File: config.mk
export PLATFORM = sky130hd
export DESIGN_NAME = audio_level_meter
export DESIGN_NICKNAME = d
export VERILOG_FILES = /design/src/rtl/audio_meter_pkg.sv /design/src/rtl/vsync_edge_sync.sv /design/src/rtl/audio_level_meter.sv
export SDC_FILE = /design/constraint.sdc
export NUM_CORES = 1
export LEC_CHECK = 0
export CAP_MARGIN = 40
export CORE_MARGIN = 5
export CORE_UTILIZATION = 40
export CTS_CLUSTER_DIAMETER = 50
export DETAILED_ROUTE_END_ITERATION = 8
export GPL_TIMING_DRIVEN = 0
export SKIP_LAST_GASP = 1
export SYNTH_ARGS = -nofsm -noshare
export SYNTH_HDL_FRONTEND = slang
export SYNTH_HIERARCHICAL = 1
export SYNTH_SLANG_ARGS = --single-unit
File: constraint.sdc
create_clock -name clk_sys -period 6.73 [get_ports clk_sys]
set_clock_uncertainty 0.2 [all_clocks]
set_input_delay 1.346 -clock clk_sys [delete_from_list [all_inputs] [get_ports clk_sys]]
set_output_delay 1.346 -clock clk_sys [all_outputs]
set_load 0.05 [all_outputs]
File: src/rtl/audio_meter_pkg.sv
// Shared types and helpers for the audio level meter: FSM states, level width
// and a saturating absolute-value function usable for any sample width up to 31 bits.
package audio_meter_pkg;

   localparam int LVL_W = 8;

   typedef enum logic [1:0] {
      ACC  = 2'd0,
      CALC = 2'd1,
      HOLD = 2'd2,
      EMIT = 2'd3
   } meter_state_e;

   // x is a w-bit sample sign-extended to 32 bits; the most negative code maps to the largest positive one.
   function automatic logic [31:0] sat_abs(input logic [31:0] x, input int w);
      logic [31:0] most_neg;
      most_neg = 32'hFFFF_FFFF << (w - 1);
      if (x == most_neg) begin
         sat_abs = ~most_neg;
      end else if (x[31]) begin
         sat_abs = ~x + 32'd1;
      end else begin
         sat_abs = x;
      end
   endfunction

endpackage

File: src/rtl/vsync_edge_sync.sv
// Brings the asynchronous vsync into clk_sys and emits a registered one-cycle
// frame_end pulse on the active edge only.
module vsync_edge_sync #(
   parameter bit VS_ACT_LOW = 1'b1
) (
   input  logic clk_sys,
   input  logic reset,
   input  logic vsync,
   output logic frame_end
);

   localparam logic IDLE_LVL = VS_ACT_LOW;

   logic sync1_q, sync2_q, prev_q, fe_q;
   logic fe_d;

   // Active edge is a transition away from the idle level.
   always_comb begin
      fe_d = 1'b0;
      if (VS_ACT_LOW) begin
         fe_d = prev_q & ~sync2_q;
      end else begin
         fe_d = ~prev_q & sync2_q;
      end
   end

   // Two-flop synchronizer, edge-history flop and pulse register.
   always_ff @(posedge clk_sys) begin
      if (reset) begin
         sync1_q <= IDLE_LVL;
         sync2_q <= IDLE_LVL;
         prev_q  <= IDLE_LVL;
         fe_q    <= 1'b0;
      end else begin
         sync1_q <= vsync;
         sync2_q <= sync1_q;
         prev_q  <= sync2_q;
         fe_q    <= fe_d;
      end
   end

   assign frame_end = fe_q;

endmodule

File: src/rtl/audio_level_meter.sv
// Reduces the stereo audio stream to one peak-held, decaying 8-bit level per
// video frame, with clip flag, frame counter and a one-cycle update strobe.
module audio_level_meter
   import audio_meter_pkg::*;
#(
   parameter int         SAMPLE_W    = 16,
   parameter int         DECAY       = 2,
   parameter logic [14:0] CLIP_THRESH = 15'h7F00,
   parameter bit         VS_ACT_LOW  = 1'b1
) (
   input  logic                clk_sys,
   input  logic                reset,
   input  logic [SAMPLE_W-1:0] audio_l,
   input  logic [SAMPLE_W-1:0] audio_r,
   input  logic                audio_valid,
   input  logic                vsync,
   output logic [LVL_W-1:0]    level,
   output logic                level_stb,
   output logic                clip,
   output logic [LVL_W-1:0]    frame_cnt
);

   localparam int AW = SAMPLE_W - 1;
   localparam int THR_UP = (SAMPLE_W >= 16) ? (SAMPLE_W - 16) : 0;
   localparam int THR_DN = (SAMPLE_W < 16) ? (16 - SAMPLE_W) : 0;
   // Threshold is specified for 16-bit samples; rescale to the magnitude width.
   localparam logic [31:0] THR32 = ({17'd0, CLIP_THRESH} << THR_UP) >> THR_DN;
   localparam logic [LVL_W-1:0] DECAY_L = LVL_W'(DECAY);

   logic                frame_end_s;
   logic [31:0]         ext_l_s, ext_r_s;
   logic [AW-1:0]       abs_l_s, abs_r_s, max_snap_s;
   logic                clip_smp_s, take_s;
   logic [LVL_W-1:0]    dec_s, held_s;

   meter_state_e        state_q, state_d;
   logic [AW-1:0]       pk_l_q, pk_l_d, pk_r_q, pk_r_d;
   logic [AW-1:0]       snap_l_q, snap_l_d, snap_r_q, snap_r_d;
   logic                clip_acc_q, clip_acc_d, snap_clip_q, snap_clip_d;
   logic [LVL_W-1:0]    raw_q, raw_d;
   logic [LVL_W-1:0]    level_q, level_d, cnt_q, cnt_d;
   logic                clip_q, clip_d, stb_q, stb_d;

   vsync_edge_sync #(.VS_ACT_LOW(VS_ACT_LOW)) u_vsync (
      .clk_sys   (clk_sys),
      .reset     (reset),
      .vsync     (vsync),
      .frame_end (frame_end_s)
   );

   assign ext_l_s    = {{(32-SAMPLE_W){audio_l[SAMPLE_W-1]}}, audio_l};
   assign ext_r_s    = {{(32-SAMPLE_W){audio_r[SAMPLE_W-1]}}, audio_r};
   assign abs_l_s    = AW'(sat_abs(ext_l_s, SAMPLE_W));
   assign abs_r_s    = AW'(sat_abs(ext_r_s, SAMPLE_W));
   assign clip_smp_s = (32'(abs_l_s) >= THR32) | (32'(abs_r_s) >= THR32);
   assign take_s     = frame_end_s & (state_q == ACC);
   assign max_snap_s = (snap_l_q >= snap_r_q) ? snap_l_q : snap_r_q;
   assign dec_s      = (level_q > DECAY_L) ? (level_q - DECAY_L) : {LVL_W{1'b0}};
   assign held_s     = (raw_q >= dec_s) ? raw_q : dec_s;

   // Accumulate, snapshot-and-clear at frame end, and run the report pipeline.
   always_comb begin
      state_d     = state_q;
      pk_l_d      = take_s ? {AW{1'b0}} : pk_l_q;
      pk_r_d      = take_s ? {AW{1'b0}} : pk_r_q;
      clip_acc_d  = take_s ? 1'b0 : clip_acc_q;
      snap_l_d    = snap_l_q;
      snap_r_d    = snap_r_q;
      snap_clip_d = snap_clip_q;
      raw_d       = raw_q;
      level_d     = level_q;
      clip_d      = clip_q;
      cnt_d       = cnt_q;
      stb_d       = 1'b0;

      // A sample in the frame-end cycle starts the new frame, after the clear above.
      if (audio_valid) begin
         pk_l_d     = (abs_l_s > pk_l_d) ? abs_l_s : pk_l_d;
         pk_r_d     = (abs_r_s > pk_r_d) ? abs_r_s : pk_r_d;
         clip_acc_d = clip_acc_d | clip_smp_s;
      end else begin
         clip_acc_d = clip_acc_d;
      end

      case (state_q)
         ACC: begin
            if (take_s) begin
               snap_l_d    = pk_l_q;
               snap_r_d    = pk_r_q;
               snap_clip_d = clip_acc_q;
               state_d     = CALC;
            end else begin
               state_d     = ACC;
            end
         end
         CALC: begin
            raw_d   = LVL_W'(max_snap_s >> (AW - LVL_W));
            state_d = HOLD;
         end
         HOLD: begin
            // Outputs are registered here so they are valid during the EMIT cycle.
            level_d = held_s;
            clip_d  = snap_clip_q;
            cnt_d   = cnt_q + 8'd1;
            stb_d   = 1'b1;
            state_d = EMIT;
         end
         EMIT: begin
            state_d = ACC;
         end
         default: begin
            state_d = ACC;
         end
      endcase
   end

   // State and datapath registers.
   always_ff @(posedge clk_sys) begin
      if (reset) begin
         state_q     <= ACC;
         pk_l_q      <= {AW{1'b0}};
         pk_r_q      <= {AW{1'b0}};
         clip_acc_q  <= 1'b0;
         snap_l_q    <= {AW{1'b0}};
         snap_r_q    <= {AW{1'b0}};
         snap_clip_q <= 1'b0;
         raw_q       <= {LVL_W{1'b0}};
         level_q     <= {LVL_W{1'b0}};
         clip_q      <= 1'b0;
         cnt_q       <= {LVL_W{1'b0}};
         stb_q       <= 1'b0;
      end else begin
         state_q     <= state_d;
         pk_l_q      <= pk_l_d;
         pk_r_q      <= pk_r_d;
         clip_acc_q  <= clip_acc_d;
         snap_l_q    <= snap_l_d;
         snap_r_q    <= snap_r_d;
         snap_clip_q <= snap_clip_d;
         raw_q       <= raw_d;
         level_q     <= level_d;
         clip_q      <= clip_d;
         cnt_q       <= cnt_d;
         stb_q       <= stb_d;
      end
   end

   assign level     = level_q;
   assign clip      = clip_q;
   assign frame_cnt = cnt_q;
   assign level_stb = stb_q;

endmodule

# == Word level (Yosys, flattened, before mapping) ==
# Cells that the tools add are included.
# word_totals
reg_bits,94
inputBits,36
out_inout_bits,18
wordCells,59
# op_classes
addsub,4
magnitude_cmp,7
n_eq_ne,5
muxes,18
bitwise_logic,7
reduce_logical,2
# op_table
operator,n
$mux W15,11
$eq A32 B32 Y1 const B,2
$add A15 B1 Y15 const B,2
$ge A15 B15 Y1 const B,2
$gt A15 B15 Y1,2
$not A15 Y15,2
$mux W8,2
$ge A15 B15 Y1,1
$add A8 B1 Y8 const B,1
$ge A8 B8 Y1,1
$gt A8 B2 Y1 const B,1
$pmux W2 S4,1
$sub A8 B2 Y8 const B,1
$eq A2 B2 Y1 const B,2
$mux W1,4
$and A1 B1 Y1,2
$eq A2 B1 Y1 const B,1
$logic_not A2 Y1,1
$or A1 B1 Y1,2
$reduce_and A2 Y1,1
$not A1 Y1,1

# == Logic depth before layout (Yosys ltp) ==
# depth
ltp_word,8
mapped_depth,14
depth_no_buf,13

# == Modules after synthesis ==
# The synthesis kept the hierarchy.
# modules_own_cells
module,instances,cells_each,area_each_um2,seq_area_each_um2
audio_level_meter,1,772,6123.4,1801.7
vsync_edge_sync,1,8,106.4,80.1

# == Worst setup path before layout ==
# Ideal clock, no wire load.
# synth_path
path_type,input-to-reg
startpoint,input port audio_l[2]
endpoint,register pk_l_q[10]
setup_time_ps,142
arrival_time_ps,4697
t_required_ps,6388
slack_ps,1692
cell_stages,12
n_path_buf,2
cell_sequence,or4_1 > or2_2 > or4_4 > buf_6 > nand2_2 > ha_1 > a2111oi_0 > o21ai_0 > a31oi_1 > a21o_1 > clkbuf_1 > a211oi_2
# synth_via
elab_chain_len,7
word_cells_on_any_way,8
classes_between,add/sub: 1; order compare: 1; eq/ne: 1; mux: 4; bitwise: 1
# synth_lines
element,line_no,source
from (decl),audio_level_meter.sv:13,"input logic [SAMPLE_W-1:0] audio_l,"
$not A15 Y15,audio_meter_pkg.sv:21,sat_abs = ~x + 32'd1;
$add A15 B1 Y15,audio_meter_pkg.sv:21,
$mux W15,audio_meter_pkg.sv:20,end else if (x[31]) begin
$mux W15 (*),audio_meter_pkg.sv:18,if (x == most_neg) begin
$gt A15 B15 Y1,audio_level_meter.sv:78,pk_l_d = (abs_l_s > pk_l_d) ? abs_l_s : pk_l_d;
$mux W15 (*),audio_level_meter.sv:78,
$mux W15 (*),audio_level_meter.sv:77,if (audio_valid) begin
to (signal assigned),audio_level_meter.sv:121,pk_l_q <= {AW{1'b0}};
to (signal assigned),audio_level_meter.sv:134,pk_l_q <= pk_l_d;
to (decl),audio_level_meter.sv:37,"logic [AW-1:0] pk_l_q, pk_l_d, pk_r_q, pk_r_d;"
# Every way passes the cells marked *; elsewhere a longest branch is shown, timed or not.
# A chain may end at the register's enable or synchronous reset.

# == Worst setup path in the final report ==
# layout_path
startpoint,input port audio_l[7]
endpoint,register pk_l_q[7]
# Same word-level chain as after synthesis.

==> impl_metrics.tcl <==
set metrics [dict create \
    cts_root_buf "clkbuf_16" \
    clk_latency_ns 0.35 \
    multi_input_area_sq_um 4050 \
    path_cells "clkdlybuf4s50_1 > or4_4 > or3_4 > or4_4 > buf_6 > nand2_2 > ha_1 > a2111oi_0 > o21ai_0 > a31oi_1 > a21o_1 > clkbuf_1 > a211oi_2" \
    die_w_um 135 \
    seqCellArea_sq_um 1880 \
    dr.first_iter.drc_count 299 \
    place_ws_ns 0.791 \
    drive_above_1_share_pct 9.18 \
    yosysSeqAreaShare_pct 30.2 \
    p_leak_nw 2.60 \
    cp_common_cell "or4_4" \
    grt_setup_unrepaired "false" \
    r2r_end "pk_l_q[7]" \
    synth-compound-area-share_pct 20.5 \
    synth_simple_gate_area_share_pct 24.6 \
    postRouteWirelength_um 15700 \
    ant_nets 0 \
    vias 5549 \
    clock-sinks 94 \
    ir_drop_uv 130 \
    synth_nets 876 \
    worstPathMaxFanout 10 \
    ys_types 57 \
    ioPinCount 54 \
    cts_made_buffers 9 \
    wl_met1_um 7800 \
    synthCells 780 \
    start_kind "input port" \
    power_density_nw_per_um2 196 \
    wl_per_cell_um 14.8 \
    drt_pass1_iterations 4 \
    grt_pass1_wl_um 26300 \
    highest_layer "met4" \
    post_cts_buffers 0 \
    slew_violations 0 \
    power_mw 1.43 \
    reg2reg_slack_ns 2.75 \
    diodes 0 \
    io_buffer_count 53 \
    clockBufferDepth 2 \
    crit_end "pk_l_q[7]" \
    gp_congestion 0.844 \
    synth_edf_count 0 \
    core_area_sq_um 15300 \
    avgSynthCellArea_sq_um 7.99 \
    htree_levels 3 \
    crit-reg2reg-launch "state_q[0]" \
    fp-row-count 45 \
    die-height_um 135 \
    fin_crit_ns 5.66 \
    cp_slowest_stage_delay_ns 0.63 \
    hold_ws_ns 0.212 \
    fin_crit_sh_pct 84.0 \
    final_nets 941 \
    setup_viol 0 \
    utilization_pct 48.0 \
    relSlewSlack_pct 42.1 \
    synth_top_area_cell "dfxtp_1" \
    overflow 0 \
    cts_resized 0 \
    cts_tree "yes" \
    postCtsHoldBufs 0 \
    initial_core_util_pct 40.8 \
    tightestPinTransition_ns 0.864 \
    wl_met2_um 7250 \
    ys_seq_elements 94 \
    grt_pass1_vias 5222 \
    yosysWarnings 6 \
    muxShareOfSynthArea_pct 4.36 \
    fmax_mhz 177 \
    cp_slowest_cell "or4_4" \
    cp-end-kind "flip-flop" \
    synth_area_sq_um 6230 \
    die_area_sq_um 18200 \
    cp_data_arrival_time_ns 5.65 \
    areaGrowthSynthToFinish_pct 17.5 \
    worstSetupPathType "input port to flip-flop" \
    cap_violations 0 \
    hold_violations 0 \
    wl_met3_um 419 \
    r2r_cells 12 \
    synth-async-reset-ratio_pct 0 \
    grt_antenna_before_repair 0 \
    cp-startpoint "audio_l[7]" \
    dp_hpwl_um 12500 \
    grt_max_degree 18 \
    ys_top_cells_by_area "dfxtp_1, ha_1, nand2_1" \
    drc 0 \
    synth_top_area_share_pct 30.2 \
    grt_usage_pct 17.6 \
    synthFlopType "dfxtp_1" \
    nFillCells 1595 \
    synth_top_family_by_area "simple AND/OR/NAND/NOR gates" \
    worst_hold_path_type "flip-flop to flip-flop" \
    synth_fa_ha_area_share_pct 12.1 \
    clk_pin_slew_ns 0.07 \
    tns_ns 0 \
    yosys.area_share.xor_xnor_pct 3.51 \
    run_status "completed" \
    routed_via_density 5.23 \
    crit_required_ns 6.73 \
    setup_ws_ns 1.07 \
]
-- registers in the layout (all words and copies together) (netlist names), 2 cells and up --
register   cells
state_q        2
frame_cnt      8
pk_r_q        15
level          8
raw_q          8
snap_l_q      15
snap_r_q      15
pk_l_q        15
-- cell families (layout without fill, tap and decap cells) --
logic type	count (synthesis)	after routing
xor gates and xnor gates	25	25
AOI/OAI and AO/OA	191	191
adders and majority gates	60	60
and+or+nand+nor	311	311
muxes	25	25
buffers and inverters	74	144
DFF	94	94
-- Yosys cell counts (3+ instances only) --
| cell type | count |
|---|---|
| nand3_1 | 14 |
| mux2_2 | 17 |
| a21oi_1 | 71 |
| o31ai_1 | 9 |
| a211oi_1 | 21 |
| dfxtp_1 | 94 |
| a31oi_1 | 7 |
| clkbuf_1 | 27 |
| nand4_1 | 11 |
| or4_1 | 6 |
| a211o_1 | 3 |
| o41ai_1 | 4 |
| nor3_1 | 9 |
| ha_1 | 60 |
| a211oi_2 | 10 |
| nor2b_1 | 19 |
| buf_1 | 10 |
| inv_1 | 32 |
| nand2b_1 | 17 |
| xor2_1 | 19 |
| and3_1 | 6 |
| nand2_2 | 9 |
| or3_1 | 9 |
| nand2_1 | 122 |
| nor2_1 | 49 |
| o21ai_0 | 32 |
| xnor2_1 | 6 |
| nor3b_1 | 3 |
| a311oi_1 | 14 |
| mux2i_1 | 8 |
| and2_1 | 6 |
| or2_1 | 3 |
| or2_2 | 14 |
| a2111oi_0 | 3 |
| nor4_1 | 6 |
-- power by group --
part	internal [mW]	switching, mW
Clock	0.267	0.236
Sequential	0.582	0.0174
Combinational	0.139	0.190
Total	0.988	0.444
-- placed cells by master (no fill, tap or decap), drive strengths merged, types with 2 or more instances in the layout --
cell and n:
nand2 131, dfxtp 94, a21oi 71, ha 60
clkdlybuf4s50 53, nor2 49, clkbuf 37, inv 35
o21ai 33, a211oi 31, xor2 19, nor2b 19
nand2b 17, mux2 17, or2 17, buf 16
nand3 14, a311oi 14, nand4 11, or3 10
o31ai 9, nor3 9, mux2i 8, or4 8
a31oi 7, nor4 6, and2 6, and3 6
xnor2 6, o41ai 5, nor3b 3, a211o 3
clkinvlp 3, o211ai 3, a2111oi 3, o21a 2
o221ai 2, a21o 2, and4 2
-- worst min-delay path by stage --
stage,start,slack (ns),cells after the start,endpoint
2_1_floorplan,u_vsync/sync1_q,0.19,1,u_vsync/sync2_q
3_3_place_gp,u_vsync/sync1_q,0.19,1,u_vsync/sync2_q
3_5_place_dp,u_vsync/sync1_q,0.20,1,u_vsync/sync2_q
4_1_cts,u_vsync/sync1_q,0.21,1,u_vsync/sync2_q
5_1_grt,u_vsync/sync1_q,0.22,1,u_vsync/sync2_q
6_report,u_vsync/sync1_q,0.21,1,u_vsync/sync2_q
-- cell type report --
class | count | share of cell area (%)
multi-input combinational | 612 | 55.3
sequential | 94 | 25.7
timing repair buffer | 54 | 7.30
tap | 211 | 3.61
clock buffer | 10 | 3.26
buffer | 42 | 2.44
inverter | 32 | 1.64
clock inverter | 6 | 0.735
-- worst max-delay path, delay by kind of cell --
| kind | cells | cell delay (ns) |
|---|---|---|
| simple gates | 4 | 1.59 |
| compound gates | 5 | 1.24 |
| buf+inv | 3 | 1.22 |
| fa+ha+maj | 1 | 0.25 |
-- stage by stage --
step	instance area [sq um]	cells
finish	7320	1061
global route	7320	1061
CTS	7320	1061
detailed placement	7030	1045
global placement	7020	1044
floorplan	6230	780
-- per-layer routing --
layer,vias to the layer above,global-route usage (%)
met5,-,0
met4,0,5.60
met3,15,1.83
met2,66,29.2
met1,2541,24.0
li1,2927,-
(Power assumes the default switching activity.)
==> RTL edit 1 (same settings) <==
`VS_ACT_LOW` is set to 1'b1 in 2 places; all go to 1'b0.
--- a/src/rtl/vsync_edge_sync.sv
+++ b/src/rtl/vsync_edge_sync.sv
@@ -3,3 +3,3 @@
 module vsync_edge_sync #(
-   parameter bit VS_ACT_LOW = 1'b1
+   parameter bit VS_ACT_LOW = 1'b0
 ) (
--- a/src/rtl/audio_level_meter.sv
+++ b/src/rtl/audio_level_meter.sv
@@ -8,3 +8,3 @@
    parameter logic [14:0] CLIP_THRESH = 15'h7F00,
-   parameter bit         VS_ACT_LOW  = 1'b1
+   parameter bit         VS_ACT_LOW  = 1'b0
 ) (
Function: changed (a bounded check fails within 10 cycles, from zero or initial values and one cycle with reset high).
==> RTL edit 1 against the original RTL <==
Synthesized area hardly changed; total power fell by 1.1%; sequential cell count is the same; global-route usage is 0.40 points lower; count of clock-buffer cells in the layout unchanged; cell area is essentially flat; largest cell class unchanged; worst setup slack worse by 0.0061 ns; routed wire length shrank 1.2%.
==> RTL edit 1: results <==
group,metric,value,unit
pwr,peakVddDrop,0.000120,V
detailed_routing,via_per_inst,5.19,
worst_setup_path,reg2regPathDepth,13,
sta,worst_slew_margin_rel,39.5,%
status,status,"completed",
clocking,path_clk_slew,0.07,ns
worst_setup_path,crit_arrival,5.66,ns
global_route,gr-usage-all-layers,17.2,%
detailed_routing,drt_iter0_markers,236,
synthesis,synth_cell_type_count,57,
global_route,grt_pass1_vias,5157,
placement,gp_congestion,0.827,
synthesis,synth_fa_ha_area_share,12.0,%
pwr,p_leak,2.61,nW
synthesis,ys_top_cells_by_area,"dfxtp_1 (30%), ha_1 (12%), nand2_1 (7.3%)",
synthesis,seq_area_frac_synth,30.2,%
worst_setup_path,r2r-end,"pk_r_q[5]$_SDFF_PP0_",
synthesis,synthXorXnorAreaFrac,3.51,%
synthesis,syn-num-nets,876,
synthesis,synth_compound_area_share,20.5,%
worst_setup_path,reg2reg_from,"state_q[0]$_SDFF_PP0_",
hold_path,hold_start,"u_vsync/prev_q$_SDFF_PP0_",
clocking,postCtsSetupRepairBufs,0,
detailed_routing,drt-pass1-iter-count,4,
global_route,antenna_found_initial,0,
synthesis,synth_mux_area_share,4.35,%
detailed_routing,wire_per_inst,14.6,um
worst_setup_path,crit_start,"audio_l[2]",
clocking,h-tree-depth,3,
placement,placed_area,7030,um^2
clocking,clock_latency,0.35,ns
placement,place_hpwl,12300,um
worst_setup_path,rrSetupSlack,2.69,ns
hold_path,hp-class,"reg2reg",
worst_setup_path,slowest_stage,"or4_1",
finish,final_cells,1061,
placement,numPortBuffers,53,
synthesis,synth_cells,780,
global_route,grt_pass1_wl,25600,um
hold_path,holdPathEnd,"u_vsync/frame_end$_SDFF_PP0_",
clocking,cts_root_buffer,"clkbuf_16",
RTL edit 1: cell count changes in the layout (fill, tap and decap cells not counted), moves of 2 or more:
cell        change
clkinv_4        +3
clkinvlp_4      -2
nor2b_1         +3
or2_1           -3
RTL edit 1: cell type report:
cell class                      count  area (um^2)
Fill cell                        1539         7940
Multi-Input combinational cell    612         4050
Sequential cell                    94         1880
Timing Repair Buffer               54          534
Tap cell                          211          264
Clock buffer                       10          229
Buffer                             42          179
Inverter                           32          120
Clock inverter                      6         56.3
RTL edit 1: through the flow:
step	power [W]	worst slack, ns	hold WS (ns)	utilization [%]
after floorplan	0.000838	1.69	0.187	-
after global placement	0.000937	0.738	0.201	46.1
after detailed placement	0.000938	0.758	0.197	46.1
after CTS	0.00143	1.12	0.211	48.0
after global routing	0.00150	0.797	0.214	48.0
final	0.00142	1.07	0.208	48.0
RTL edit 1: power breakdown:
part | total [W] | internal (W) | switching, W
Sequential | 0.000600 | 0.000582 | 0.0000177
Clock | 0.000491 | 0.000258 | 0.000233
Combinational | 0.000327 | 0.000139 | 0.000188
Total | 0.00142 | 0.000978 | 0.000438
RTL edit 1: kinds of logic (layout without fill, tap and decap cells):
family / after synthesis / in the layout
AND/OR/NAND/NOR: 311 / 311
AO/OA/AOI/OAI: 191 / 191
flip-flops: 94 / 94
buffers and inverters: 74 / 144
adder cells (fa/ha/maj): 60 / 60
XOR/XNOR: 25 / 25
multiplexers: 25 / 25
RTL edit 1: worst max-delay path by stage:
stage / slack, ns / to / cells after the start
floorplan: 1.69 / pk_l_q[10]$_SDFF_PP0_ / 12
global placement: 0.74 / pk_r_q[5]$_SDFF_PP0_ / 13
detailed placement: 0.76 / pk_r_q[9]$_SDFF_PP0_ / 13
CTS: 1.12 / pk_r_q[5]$_SDFF_PP0_ / 13
global route: 0.80 / pk_r_q[5]$_SDFF_PP0_ / 13
finish: 1.07 / pk_l_q[7]$_SDFF_PP0_ / 13
RTL edit 1: worst max-delay path: cells and delay by family:
family / cells / cell delay (ns)
AOI/OAI and AO/OA: 5 / 1.23
buffers and inverters: 3 / 1.18
adders and majority gates: 1 / 0.26
and+or+nand+nor: 4 / 1.63
RTL edit 1: layer usage:
metal	track usage, %	vias to the layer above	share of wire, %
met5	0	-	0
met3	2.16	12	2.1
li1	-	2917	-
met2	28.2	59	46
met4	5.49	0	1.5
met1	23.5	2514	50
==> RTL edit 2 (same settings) <==
Made on the original files. Re-encode `meter_state_e` (4 states) as one-hot, 4 bits wide.
--- a/src/rtl/audio_meter_pkg.sv
+++ b/src/rtl/audio_meter_pkg.sv
@@ -6,7 +6,7 @@
 
-   typedef enum logic [1:0] {
-      ACC  = 2'd0,
-      CALC = 2'd1,
-      HOLD = 2'd2,
-      EMIT = 2'd3
+   typedef enum logic [3:0] {
+      ACC  = 4'b0001,
+      CALC = 4'b0010,
+      HOLD = 4'b0100,
+      EMIT = 4'b1000
    } meter_state_e;
Behaviour: same outputs for any inputs over 4 cycles, from zero or initial values and one cycle with reset high; so few cycles prove little.
==> RTL edit 2 against the original RTL <==
Routed wire length increased by 0.94%; count of clock-buffer cells in the layout unchanged; via count increased by 0.77%; first-iteration DRC count decreased by 37%; largest power group unchanged; register-to-register slack got worse by 0.28 ns; synthesized area increased by 0.68%; cell count increased by 1.2%; sequential cell count increased by 2; clock power decreased by 3%; core utilization decreased by 0.37 points; cell area decreased by 0.41%; fmax increased by 4.2%; worst setup slack improved by 0.23 ns; total power decreased by 5.4%.
==> RTL edit 2: results <==
group,metric,value,unit
synthesis,seq_area_frac_synth,30.6,%
worst_setup_path,crit_arrival,5.51,ns
finish,drive_above_1_share,6.49,%
placement,gp_congestion,0.897,
synthesis,syn-num-nets,893,
finish,final_cells,1074,
global_route,grt_pass1_vias,5367,
status,status,"completed",
synthesis,ys_top_cells_by_area,"dfxtp_1 (31%), ha_1 (11%), nand2_1 (9.3%)",
synthesis,syn_avg_cell_area,7.84,um^2
global_route,grt_max_degree,17,
pwr,combPwrFrac,19.0,%
synthesis,ys_top_cells_by_count,"nand2_1 (155), dfxtp_1 (96), ha_1 (57)",
synthesis,synthXorXnorAreaFrac,3.21,%
finish,nets,951,
detailed_routing,drt_iter0_markers,187,
pwr,pg_clk,0.000487,W
pwr,powerComb,0.000257,W
global_route,gr-usage-all-layers,17.8,%
pwr,internal-power,0.000961,W
synthesis,synth_fa_ha_area_share,11.4,%
sta,worst_slew_margin_rel,43.0,%
placement,numPortBuffers,46,
detailed_routing,wire_per_inst,14.7,um
pwr,p_leak,2.69,nW
## RTL edit 2: through the flow
| step | utilization [%] | instance area [um^2] | hold WS (ns) | setup WS [ns] |
|---|---|---|---|---|
| final | 47.6 | 7290 | 0.215 | 1.30 |
| after detailed placement | 45.8 | 7010 | 0.205 | 0.894 |
| after global routing | 47.6 | 7290 | 0.229 | 0.850 |
| after CTS | 47.6 | 7290 | 0.224 | 1.25 |
| after floorplan | - | 6270 | 0.185 | 1.92 |
| after global placement | 45.7 | 7000 | 0.200 | 0.898 |
## RTL edit 2: worst max-delay path, stage by stage
cell and delay [ns]:
clkdlybuf4s50_1 0.49, inv_1 0.09, ha_1 0.19, nor4b_1 0.52
nand3_1 0.24, o31a_1 0.29, o22a_1 0.24, ha_1 0.31
and4_1 0.19, nand4_1 0.12, nor2_1 0.12, o22ai_1 0.08
a21oi_1 0.62, buf_2 0.42, mux2i_1 0.23
## RTL edit 2: final cells by class
class	instances	area, um^2
plain buffers	44	180
clock buffers	10	239
clock inverters	6	45.0
fillers	1578	8020
inverters	34	128
multi-input cells	626	4050
flip-flops and latches	96	1920
well taps	211	264
repair buffers	47	465
## RTL edit 2: final timing paths
kind	slack [ns]	to	cells past startpoint	start
hold / removal	0.22	u_vsync/sync2_q$_SDFF_PP1_	1	u_vsync/sync1_q$_SDFF_PP1_
setup reg to reg	2.47	pk_r_q[13]$_SDFF_PP0_	13	state_q[3]$_SDFF_PP0_
hold reg to reg	0.22	u_vsync/sync2_q$_SDFF_PP1_	1	u_vsync/sync1_q$_SDFF_PP1_
setup / recovery	1.30	pk_r_q[13]$_SDFF_PP0_	15	audio_r[0]
## RTL edit 2: per-layer routing
metal	wire length (um)	global-route usage, %
met3	550	3.05
met2	7180	29.4
met4	396	5.99
met1	7700	23.5
met5	0	0
